===== config.mk =====
export PLATFORM = sky130hd
export DESIGN_NAME = lcd_write_engine
export DESIGN_NICKNAME = d
export VERILOG_FILES = /design/src/rtl/lcd_write_engine.sv
export SDC_FILE = /design/constraint.sdc
export NUM_CORES = 1
export LEC_CHECK = 0
export ABC_AREA = 1
export BUFFER_PORTS_ARGS = -buffer_cell sky130_fd_sc_hd__buf_2
export CORE_AREA = 2 2 59 89
export CTS_CLUSTER_DIAMETER = 60
export DETAILED_ROUTE_END_ITERATION = 7
export DIE_AREA = 0 0 61 91
export HOLD_SLACK_MARGIN = 0.06
export PLACE_DENSITY = 0.74
export SLEW_MARGIN = 10
export SYNTH_ARGS = -nofsm -noshare
export SYNTH_HDL_FRONTEND = slang
export SYNTH_SLANG_ARGS = --single-unit

===== constraint.sdc =====
create_clock -name clk_50M -period 1.7 [get_ports clk_50M]
set_input_delay 0.255 -clock clk_50M [delete_from_list [all_inputs] [get_ports clk_50M]]
set_output_delay 0.255 -clock clk_50M [all_outputs]
set_load 0.005 [all_outputs]

===== src/rtl/lcd_write_engine.sv =====
// HD44780 write-only byte driver: power-up delay, fixed init sequence, then host bytes
// over a valid/ready handshake with setup / enable / hold / execution spacing.
module lcd_write_engine #(
  parameter int POWERUP_CYC = 750000,
  parameter int SETUP_CYC   = 3,
  parameter int EN_CYC      = 25,
  parameter int HOLD_CYC    = 2,
  parameter int EXEC_CYC    = 2000,
  parameter int CLEAR_CYC   = 82000
) (
  input  logic       clk_50M,
  input  logic       reset_n,
  input  logic       wr_valid,
  input  logic       wr_rs,
  input  logic [7:0] wr_data,
  output logic       wr_ready,
  output logic       init_done,
  output logic       busy,
  output logic [7:0] LCD_DATA,
  output logic       LCD_EN,
  output logic       LCD_RW,
  output logic       LCD_RS,
  output logic       LCD_ON,
  output logic       LCD_BLON
);

  localparam int MAX_AB  = (POWERUP_CYC > CLEAR_CYC) ? POWERUP_CYC : CLEAR_CYC;
  localparam int MAX_CD  = (EXEC_CYC > EN_CYC) ? EXEC_CYC : EN_CYC;
  localparam int MAX_EF  = (SETUP_CYC > HOLD_CYC) ? SETUP_CYC : HOLD_CYC;
  localparam int MAX_ABC = (MAX_AB > MAX_CD) ? MAX_AB : MAX_CD;
  localparam int MAX_CYC = (MAX_ABC > MAX_EF) ? MAX_ABC : MAX_EF;
  localparam int CNT_W   = $clog2(MAX_CYC);

  // Each timed state loads (duration - 1) and leaves when the counter reads zero.
  // SETUP loads its full count because the load edge itself precedes the setup window.
  // WAIT loads (N - 2): its final cycle is spent in IDLE / INIT_LOAD, so a waiting
  // upstream byte is taken exactly N cycles after HOLD ends. N must be at least 2.
  localparam logic [CNT_W-1:0] PWR_LD   = CNT_W'(POWERUP_CYC - 1);
  localparam logic [CNT_W-1:0] SETUP_LD = CNT_W'(SETUP_CYC);
  localparam logic [CNT_W-1:0] EN_LD    = CNT_W'(EN_CYC - 1);
  localparam logic [CNT_W-1:0] HOLD_LD  = CNT_W'(HOLD_CYC - 1);
  localparam logic [CNT_W-1:0] EXEC_LD  = CNT_W'(EXEC_CYC - 2);
  localparam logic [CNT_W-1:0] CLEAR_LD = CNT_W'(CLEAR_CYC - 2);
  localparam logic [CNT_W-1:0] CNT_ONE  = CNT_W'(1);

  typedef enum logic [2:0] {PWR, INIT_LOAD, SETUP, EN, HOLD, WAIT, IDLE} state_t;

  state_t           state, state_nxt;
  logic [CNT_W-1:0] cnt, cnt_nxt;
  logic [1:0]       rom_idx, rom_idx_nxt;
  logic [7:0]       rom_byte;
  logic [7:0]       data_nxt;
  logic             rs_nxt, en_nxt, done_nxt, slow_cmd, lcd_on;

  always_comb begin
    case (rom_idx)
      2'd0:    rom_byte = 8'h38;
      2'd1:    rom_byte = 8'h0C;
      2'd2:    rom_byte = 8'h01;
      default: rom_byte = 8'h06;
    endcase
  end

  assign slow_cmd = !LCD_RS && (LCD_DATA == 8'h01 || LCD_DATA == 8'h02 || LCD_DATA == 8'h03);

  always_comb begin
    state_nxt   = state;
    cnt_nxt     = cnt;
    rom_idx_nxt = rom_idx;
    data_nxt    = LCD_DATA;
    rs_nxt      = LCD_RS;
    en_nxt      = 1'b0;
    done_nxt    = init_done;
    case (state)
      PWR: begin
        if (cnt == '0) state_nxt = INIT_LOAD;
        else           cnt_nxt   = cnt - CNT_ONE;
      end
      INIT_LOAD: begin
        data_nxt  = rom_byte;
        rs_nxt    = 1'b0;
        cnt_nxt   = SETUP_LD;
        state_nxt = SETUP;
      end
      SETUP: begin
        if (cnt == '0) begin
          state_nxt = EN;
          en_nxt    = 1'b1;
          cnt_nxt   = EN_LD;
        end else begin
          cnt_nxt = cnt - CNT_ONE;
        end
      end
      EN: begin
        en_nxt = 1'b1;
        if (cnt == '0) begin
          state_nxt = HOLD;
          en_nxt    = 1'b0;
          cnt_nxt   = HOLD_LD;
        end else begin
          cnt_nxt = cnt - CNT_ONE;
        end
      end
      HOLD: begin
        if (cnt == '0) begin
          state_nxt = WAIT;
          cnt_nxt   = slow_cmd ? CLEAR_LD : EXEC_LD;
        end else begin
          cnt_nxt = cnt - CNT_ONE;
        end
      end
      WAIT: begin
        if (cnt != '0) begin
          cnt_nxt = cnt - CNT_ONE;
        end else if (init_done) begin
          state_nxt = IDLE;
        end else if (rom_idx == 2'd3) begin
          state_nxt = IDLE;
          done_nxt  = 1'b1;
        end else begin
          rom_idx_nxt = rom_idx + 2'd1;
          state_nxt   = INIT_LOAD;
        end
      end
      IDLE: begin
        if (wr_valid) begin
          data_nxt  = wr_data;
          rs_nxt    = wr_rs;
          cnt_nxt   = SETUP_LD;
          state_nxt = SETUP;
        end
      end
      default: state_nxt = PWR;
    endcase
  end

  // Every LCD pin is a flop so the enable strobe cannot glitch; reset clears them asynchronously.
  always_ff @(posedge clk_50M or negedge reset_n) begin
    if (!reset_n) begin
      state     <= PWR;
      cnt       <= PWR_LD;
      rom_idx   <= 2'd0;
      LCD_DATA  <= 8'h00;
      LCD_RS    <= 1'b0;
      LCD_EN    <= 1'b0;
      lcd_on    <= 1'b0;
      wr_ready  <= 1'b0;
      init_done <= 1'b0;
    end else begin
      state     <= state_nxt;
      cnt       <= cnt_nxt;
      rom_idx   <= rom_idx_nxt;
      LCD_DATA  <= data_nxt;
      LCD_RS    <= rs_nxt;
      LCD_EN    <= en_nxt;
      lcd_on    <= 1'b1;
      wr_ready  <= (state_nxt == IDLE);
      init_done <= done_nxt;
    end
  end

  assign busy     = ~wr_ready;
  assign LCD_RW   = 1'b0;
  assign LCD_ON   = lcd_on;
  assign LCD_BLON = lcd_on;

endmodule


==> flow_summary.json, run 1 <==
{
  "first_global_vias": 2296,
  "final-setup-viol-count": 15,
  "met3_wirelength_um": 264,
  "synth_commonest_cells": "sky130_fd_sc_hd__nand2_1 (70), sky130_fd_sc_hd__nor2_1 (53), sky130_fd_sc_hd__inv_1 (35)",
  "antenna_cells_inserted": 0,
  "overall_power_of_the_completed_layout_w": 0.00156,
  "ys_seq_elements": 38,
  "synth_fp_nets": 344,
  "yosysSeqAreaShare_pct": 39.4,
  "violations": "setup timing",
  "synth.top_cell.area_share_pct": 25.5,
  "placed_cells": 445,
  "startpoint_type": "flop",
  "gp_congestion": 0.886,
  "grt_start_max_net_pins": 39,
  "cts_tree": "built",
  "grt_overflow": 0,
  "grt_usage_pct": 23.8,
  "layout_worst_path_cycle_share_pct": 104,
  "route.met2.wl_mm": 3.63,
  "numPortBuffers": 26,
  "postRouteWirelength_mm": 6.73,
  "netlist_instances": 326,
  "critPathCaptureType": "flop",
  "post_synth_instance_area_um2": 2450,
  "synth.top_cells.by_area": "sky130_fd_sc_hd__dfrtp_1 (25%), sky130_fd_sc_hd__dfstp_2 (14%), sky130_fd_sc_hd__nand2_1 (11%)",
  "start_util_pct": 51.5,
  "pin_count": 28,
  "clk_root_buffer_cell": "sky130_fd_sc_hd__clkbuf_8",
  "ant_nets": 0,
  "dpl.hpwl_mm": 4.44,
  "final.setup_skew_ps": 10.3,
  "rsz0062_at_grt": "yes",
  "timing.reg2reg.worst_path_depth": 13,
  "dr_total_vias": 2452,
  "die_x_um": 61,
  "post_drt_via_cell_ratio": 5.28,
  "design.core.area_um2": 4770,
  "detailedRoute.firstPassIterationCount": 4,
  "cts.htree.levels": 2,
  "fmax_ghz": 0.567,
  "vdd_ir_drop_max_mv": 0.381,
  "post_synth.cell_area_avg_um2": 7.53,
  "floorplan.die_area_um2": 5550,
  "route.top_layer_used": "met4",
  "hold_path.startpoint": "wr_data[6]",
  "synth-xor-area-share_pct": 2.50,
  "nets": 415,
  "asyncSetResetFlopFracSynth_pct": 100,
  "die-height_um": 91,
  "number_of_antenna_violations_at_the_first_check_in_global_routing": 0,
  "place_area_um2": 2900,
  "cp_max_fo": 3,
  "crit_arrival_ps": 1950,
  "cp.required_ps": 1890,
  "run_status": "complete, but fails checks",
  "final_max_slew_viol_count": 0,
  "dominantRegCellSynth": "sky130_fd_sc_hd__dfrtp_1",
  "number_of_enable_flip_flop_cells_after_synthesis": 0,
  "detail_route.wl_per_cell_um": 14.5,
  "synthesized_area_fraction_occupied_by_adder_cells_pct": 3.06,
  "synth.area.mux_share_pct": 0,
  "worstReg2RegStart": "cnt[0]",
  "yosys.area_share.simple_pct": 35.7,
  "clk_latency_ps": 300,
  "first_iter_violations": 156,
  "synth.yosys.warnings": 0,
  "hold_wc_path_type": "primary input to flop",
  "final_layout_size_suffix_gt1_share_pct": 39.7,
  "cts_inserted_buffers": 5,
  "first_pass_grt_wire_length_mm": 9.98,
  "placement_rows": 31,
  "clock_pin_slew_on_the_worst_setup_and_hold_paths_ps": 70,
  "post-synth-top-count-cell": "sky130_fd_sc_hd__nand2_1",
  "final_hold_viols": 0,
  "pwr_density_cell_nw_per_um2": 470,
  "synth_top_family_by_area": "simple AND/OR/NAND/NOR gates",
  "detail_route.wirelength.met1_mm": 2.50,
  "worstSetupPathType": "flop to flop",
  "max-clock-path-buffers": 2,
  "areaGrowthSynthToFinish_pct": 35.5,
  "instances_no_fill": 464,
  "power_leakage_nw": 1.68,
  "max_cap_violations": 0,
  "number_of_stages_on_the_worst_hold_path": 3,
  "post-route-drc-count": 0,
  "finalCriticalPeriod_ps": 1760,
  "synth_cell_type_count": 38,
  "post-route-worst-setup-slack_ps": -63.5,
  "final_cell_area_um2": 3330,
  "clkSinkCount": 38,
  "worstSetupStartpoint": "cnt[0]",
  "synth_area_leader_cell": "sky130_fd_sc_hd__dfrtp_1",
  "synth-compound-area-share_pct": 10.6
}
critical path, cell delays in order (launching register included):
cell	delay [ps]
sky130_fd_sc_hd__dfstp_2	540
sky130_fd_sc_hd__inv_2	50
sky130_fd_sc_hd__buf_4	120
sky130_fd_sc_hd__buf_4	130
sky130_fd_sc_hd__nand3_2	120
sky130_fd_sc_hd__nor2_4	60
sky130_fd_sc_hd__nand2_1	90
sky130_fd_sc_hd__nand2_1	90
sky130_fd_sc_hd__nand2_1	90
sky130_fd_sc_hd__nor2_1	40
sky130_fd_sc_hd__o31ai_1	70
sky130_fd_sc_hd__nand2_1	130
sky130_fd_sc_hd__nand2_4	80
sky130_fd_sc_hd__nand2_2	40
power by group:
part	internal, W	leakage, nW	switching, W	total, W
combinational	0.0000133	1.20	0.0000235	0.0000369
sequential	0.000906	0.433	0.000000438	0.000907
clock	0.000285	0.0450	0.000336	0.000621
total	0.00120	1.68	0.000360	0.00156
sequential cells by signal, indices dropped and copies added, names as in the netlist:
| name | flops |
|---|---|
| LCD_EN | 1 |
| wr_ready | 1 |
| LCD_RS | 1 |
| state | 3 |
| LCD_DATA | 8 |
| cnt | 20 |
| rom_idx | 2 |
| LCD_BLON | 1 |
| init_done | 1 |
metal layers:
layer	track usage (%)	up-vias
met1	26.1	1152
met4	12.7	0
met2	41.3	82
met3	3.99	34
li1	-	1184
met5	0	-
through the flow:
step	TNS, ps	util, %	hold slack, ps	setup WS [ps]
CTS	-19.7	64.1	191	-14.9
finish	-603	69.7	188	-63.5
global placement	-77.9	60.9	335	-44.2
detailed placement	-245	60.9	335	-96.4
floorplan	0	-	-40.6	7.18
global route	-2070	69.7	200	-147
cells by family (layout without fill, tap and decap cells):
group	Yosys count	count (layout)
buffers and inverters	46	117
other	2	2
AOI/OAI and AO/OA	43	43
DFF	38	38
and+or+nand+nor	184	185
adders and majority gates	6	6
xor gates and xnor gates	7	7
cells in the final DEF (no fill, tap or decap), types with 3 or more instances in the layout:
master and n:
sky130_fd_sc_hd__buf_6 3, sky130_fd_sc_hd__buf_12 4, sky130_fd_sc_hd__buf_2 26, sky130_fd_sc_hd__clkbuf_8 5
sky130_fd_sc_hd__dfstp_2 13, sky130_fd_sc_hd__nand3_1 20, sky130_fd_sc_hd__ha_1 5, sky130_fd_sc_hd__nor2_4 9
sky130_fd_sc_hd__o21ai_1 6, sky130_fd_sc_hd__dfrtp_1 23, sky130_fd_sc_hd__nor2_1 42, sky130_fd_sc_hd__a21oi_1 10
sky130_fd_sc_hd__nand4_1 4, sky130_fd_sc_hd__nor2_2 10, sky130_fd_sc_hd__nand2_4 8, sky130_fd_sc_hd__o21ai_2 3
sky130_fd_sc_hd__a21oi_4 3, sky130_fd_sc_hd__nor3_1 6, sky130_fd_sc_hd__buf_4 33, sky130_fd_sc_hd__nand3_2 8
sky130_fd_sc_hd__inv_1 33, sky130_fd_sc_hd__nand2_2 9, sky130_fd_sc_hd__xor2_1 7, sky130_fd_sc_hd__nand2_1 60
sky130_fd_sc_hd__a31oi_1 4, sky130_fd_sc_hd__inv_2 7, sky130_fd_sc_hd__o21ai_0 10
timing repair:
action	CTS	global route
gates cloned	0	4
gates resized for setup	17	42
endpoints found under the setup margin	17	24
hold buffers	1	0
pin swaps	4	13
setup buffers	0	6
endpoints found under the hold margin	25	0
layout make-up:
cell class	count	area, um^2
clock inverters	2	10.0
inverters	40	150
fillers	375	1450
well taps	66	82.6
flip-flops and latches	38	970
clock buffers	6	72.6
repair buffers	69	552
multi-input cells	243	1490
final timing paths:
path / slack, ps / endpoint
min in group asynchronous: 530 / cnt[10]
setup / recovery: -60 / cnt[15]
setup reg to reg: -60 / cnt[15]
hold / removal: 190 / LCD_DATA[6]
hold reg to reg: 500 / cnt[3]
max in group asynchronous: 800 / cnt[16]
Note: power is estimated with default switching activity, not from simulation.
==> inputs of run 2 (changes only) <==
--- a/config.mk
+++ b/config.mk
@@ -13,6 +13,7 @@
 export DIE_AREA = 0 0 61 91
 export HOLD_SLACK_MARGIN = 0.06
 export PLACE_DENSITY = 0.74
+export REMOVE_ABC_BUFFERS = 1
 export SLEW_MARGIN = 10
 export SYNTH_ARGS = -nofsm -noshare
 export SYNTH_HDL_FRONTEND = slang
==> run 2 against run 1 <==
Against the previous run:
- the flow still finishes with violations (setup timing)
- setup slack got worse by 9.4 ps
- global-route usage increased by 1.2 points
- fmax decreased by 0.53%
- first-iteration DRC count decreased by 12%
- combinational power increased by 12%
- largest power group unchanged
- clock power increased by 25%
- critical path depth decreased by 2
- clock skew decreased by 6.6 ps
- register-to-register slack about the same
==> flow_summary.json, run 2 (synthesized netlist as in run 1, its figures left out) <==
{
  "run_status": "complete, but fails checks",
  "violations": "setup timing",
  "startpoint_type": "flop",
  "instances_no_fill": 459,
  "grt_usage_pct": 25.0,
  "vdd_ir_drop_max_mv": 0.427,
  "flip_flop_count_of_the_largest_register_after_layout": 20,
  "worstSetupPathType": "flop to flop",
  "finalCriticalPeriod_ps": 1770,
  "final_max_slew_viol_count": 0,
  "power_leakage_nw": 1.67,
  "first_global_vias": 2375,
  "post-route-drc-count": 0,
  "clk_root_buffer_cell": "sky130_fd_sc_hd__clkbuf_8",
  "ant_nets": 0,
  "clkSinkCount": 38,
  "layout_worst_path_cycle_share_pct": 104,
  "antenna_cells_inserted": 0,
  "final.setup_skew_ps": 3.76,
  "critPathCaptureType": "flop",
  "placement_rows": 31,
  "max_cap_violations": 0,
  "layout_commonest_cell": "sky130_fd_sc_hd__nand2_1",
  "max-clock-path-buffers": 2,
  "top_register": "cnt",
  "detailedRoute.firstPassIterationCount": 4,
  "timing.hold.ws_ps": 197,
  "design.core.area_um2": 4770,
  "dr_total_vias": 2441,
  "postRouteWirelength_mm": 6.77,
  "detail_route.wl_per_cell_um": 14.7,
  "pre_cts_ws_ps": -133,
  "layout.cells.most_common_list": "sky130_fd_sc_hd__nand2_1 (62), sky130_fd_sc_hd__nor2_1 (45), sky130_fd_sc_hd__inv_1 (33), sky130_fd_sc_hd__buf_4 (30), sky130_fd_sc_hd__buf_2 (27)",
  "areaGrowthSynthToFinish_pct": 33.9,
  "first_pass_grt_wire_length_mm": 10.6,
  "dpl.hpwl_mm": 4.55,
  "first_iter_violations": 138,
  "grt_start_max_net_pins": 22,
  "grt_overflow": 0,
  "final_layout_size_suffix_gt1_share_pct": 38.2,
  "numPortBuffers": 26,
  "die_x_um": 61,
  "nets": 410,
  "rsz0062_at_grt": "yes",
  "post-route-worst-setup-slack_ps": -73.0,
  "cp_max_fo": 9,
  "crit_arrival_ps": 2020,
  "gp_congestion": 0.884,
  "cts_tree": "built",
  "pwr_density_cell_nw_per_um2": 525,
  "die-height_um": 91,
  "hold_wc_path_type": "primary input to flop",
  "post_drt_via_cell_ratio": 5.32,
  "cts_inserted_buffers": 5,
  "fillers": 374,
  "cp.required_ps": 1940,
  "clock_pin_slew_on_the_worst_setup_and_hold_paths_ps": 80,
  "pin_count": 28,
  "final_hold_viols": 0,
  "biggestRegsByFlops": "cnt: 20 flops, LCD_DATA: 8 flops, state: 3 flops",
  "floorplan.die_area_um2": 5550,
  "final-setup-viol-count": 11,
  "clk_latency_ps": 300,
  "number_of_antenna_violations_at_the_first_check_in_global_routing": 0,
  "start_util_pct": 51.5,
  "placed_cells": 443,
  "cts.htree.levels": 2,
  "fmax_ghz": 0.564
}
==> run 2: cell count changes in the layout (fill, tap and decap cells not counted), sizes merged <==
| cell | change |
|---|---|
| bufinv | +1 |
| clkbuf | -3 |
| nand2 | -1 |
| buf | -2 |
==> run 2: metrics by stage <==
stage / utilization (%) / total power, W / cell area [um^2] / TNS [ps]
global route: 68.9 / 0.00179 / 3290 / -1840
detailed placement: 60.7 / 0.000964 / 2890 / -1260
finish: 68.9 / 0.00173 / 3290 / -252
floorplan: - / 0.000925 / 2400 / -2610
CTS: 66.4 / 0.00172 / 3170 / -6.40
global placement: 60.7 / 0.000964 / 2890 / -568
==> run 2: area by class of cell <==
type                            instances  area, um^2  area share, %
Multi-Input combinational cell        242        1490           45.3
Sequential cell                        38         970           29.5
Timing Repair Buffer                   65         488           14.8
Inverter                               40         150           4.57
Tap cell                               66        82.6           2.51
Clock buffer                            5        68.8           2.09
Clock inverter                          3        40.0           1.22
==> run 2: layer usage <==
layer  share of wire [%]  global-route usage (%)  vias up  routed length [um]
met5                   0                       0        -                   0
met4                 5.2                    12.0        0                 354
met3                 3.9                    4.99       32                 267
met2                  55                    43.1       78                3710
met1                  36                    28.0     1153                2430
li1                    -                       -     1178                   -
==> run 2: final timing paths <==
check / from / endpoint / slack [ps] / cells after the start
hold / removal: wr_data[7] / LCD_DATA[7] / 200 / 3
max in group asynchronous: reset_n / cnt[2] / 730 / 3
setup / recovery: cnt[1] / cnt[5] / -70 / 11
min in group asynchronous: reset_n / cnt[6] / 430 / 2
hold reg to reg: cnt[3] / cnt[3] / 510 / 2
setup reg to reg: cnt[1] / cnt[5] / -70 / 11
==> run 2: where the power goes <==
group	total [W]	switching, W	internal (W)	leakage [nW]
combinational	0.0000415	0.0000252	0.0000164	1.18
clock	0.000778	0.000346	0.000432	0.0579
sequential	0.000906	0.000000437	0.000906	0.433
total	0.00173	0.000372	0.00135	1.67
==> run 2: what timing repair did <==
action	4_1_cts	5_1_grt
setup endpoints to repair	23	24
hold endpoints to repair	9	0
pin swaps	12	12
cloned	2	0
hold buffers	1	0
resized for setup	27	34
buffers inserted	3	3
==> run 2: critical path: stages, from the launching register on <==
cell	delay, ps
sky130_fd_sc_hd__dfstp_2	560
sky130_fd_sc_hd__inv_2	60
sky130_fd_sc_hd__ha_4	160
sky130_fd_sc_hd__nand2_4	90
sky130_fd_sc_hd__nor2_8	50
sky130_fd_sc_hd__nand2_2	90
sky130_fd_sc_hd__nor2_4	70
sky130_fd_sc_hd__o21ai_2	100
sky130_fd_sc_hd__nand2_4	130
sky130_fd_sc_hd__o21ai_1	210
sky130_fd_sc_hd__nand2_1	100
sky130_fd_sc_hd__nor2_1	90
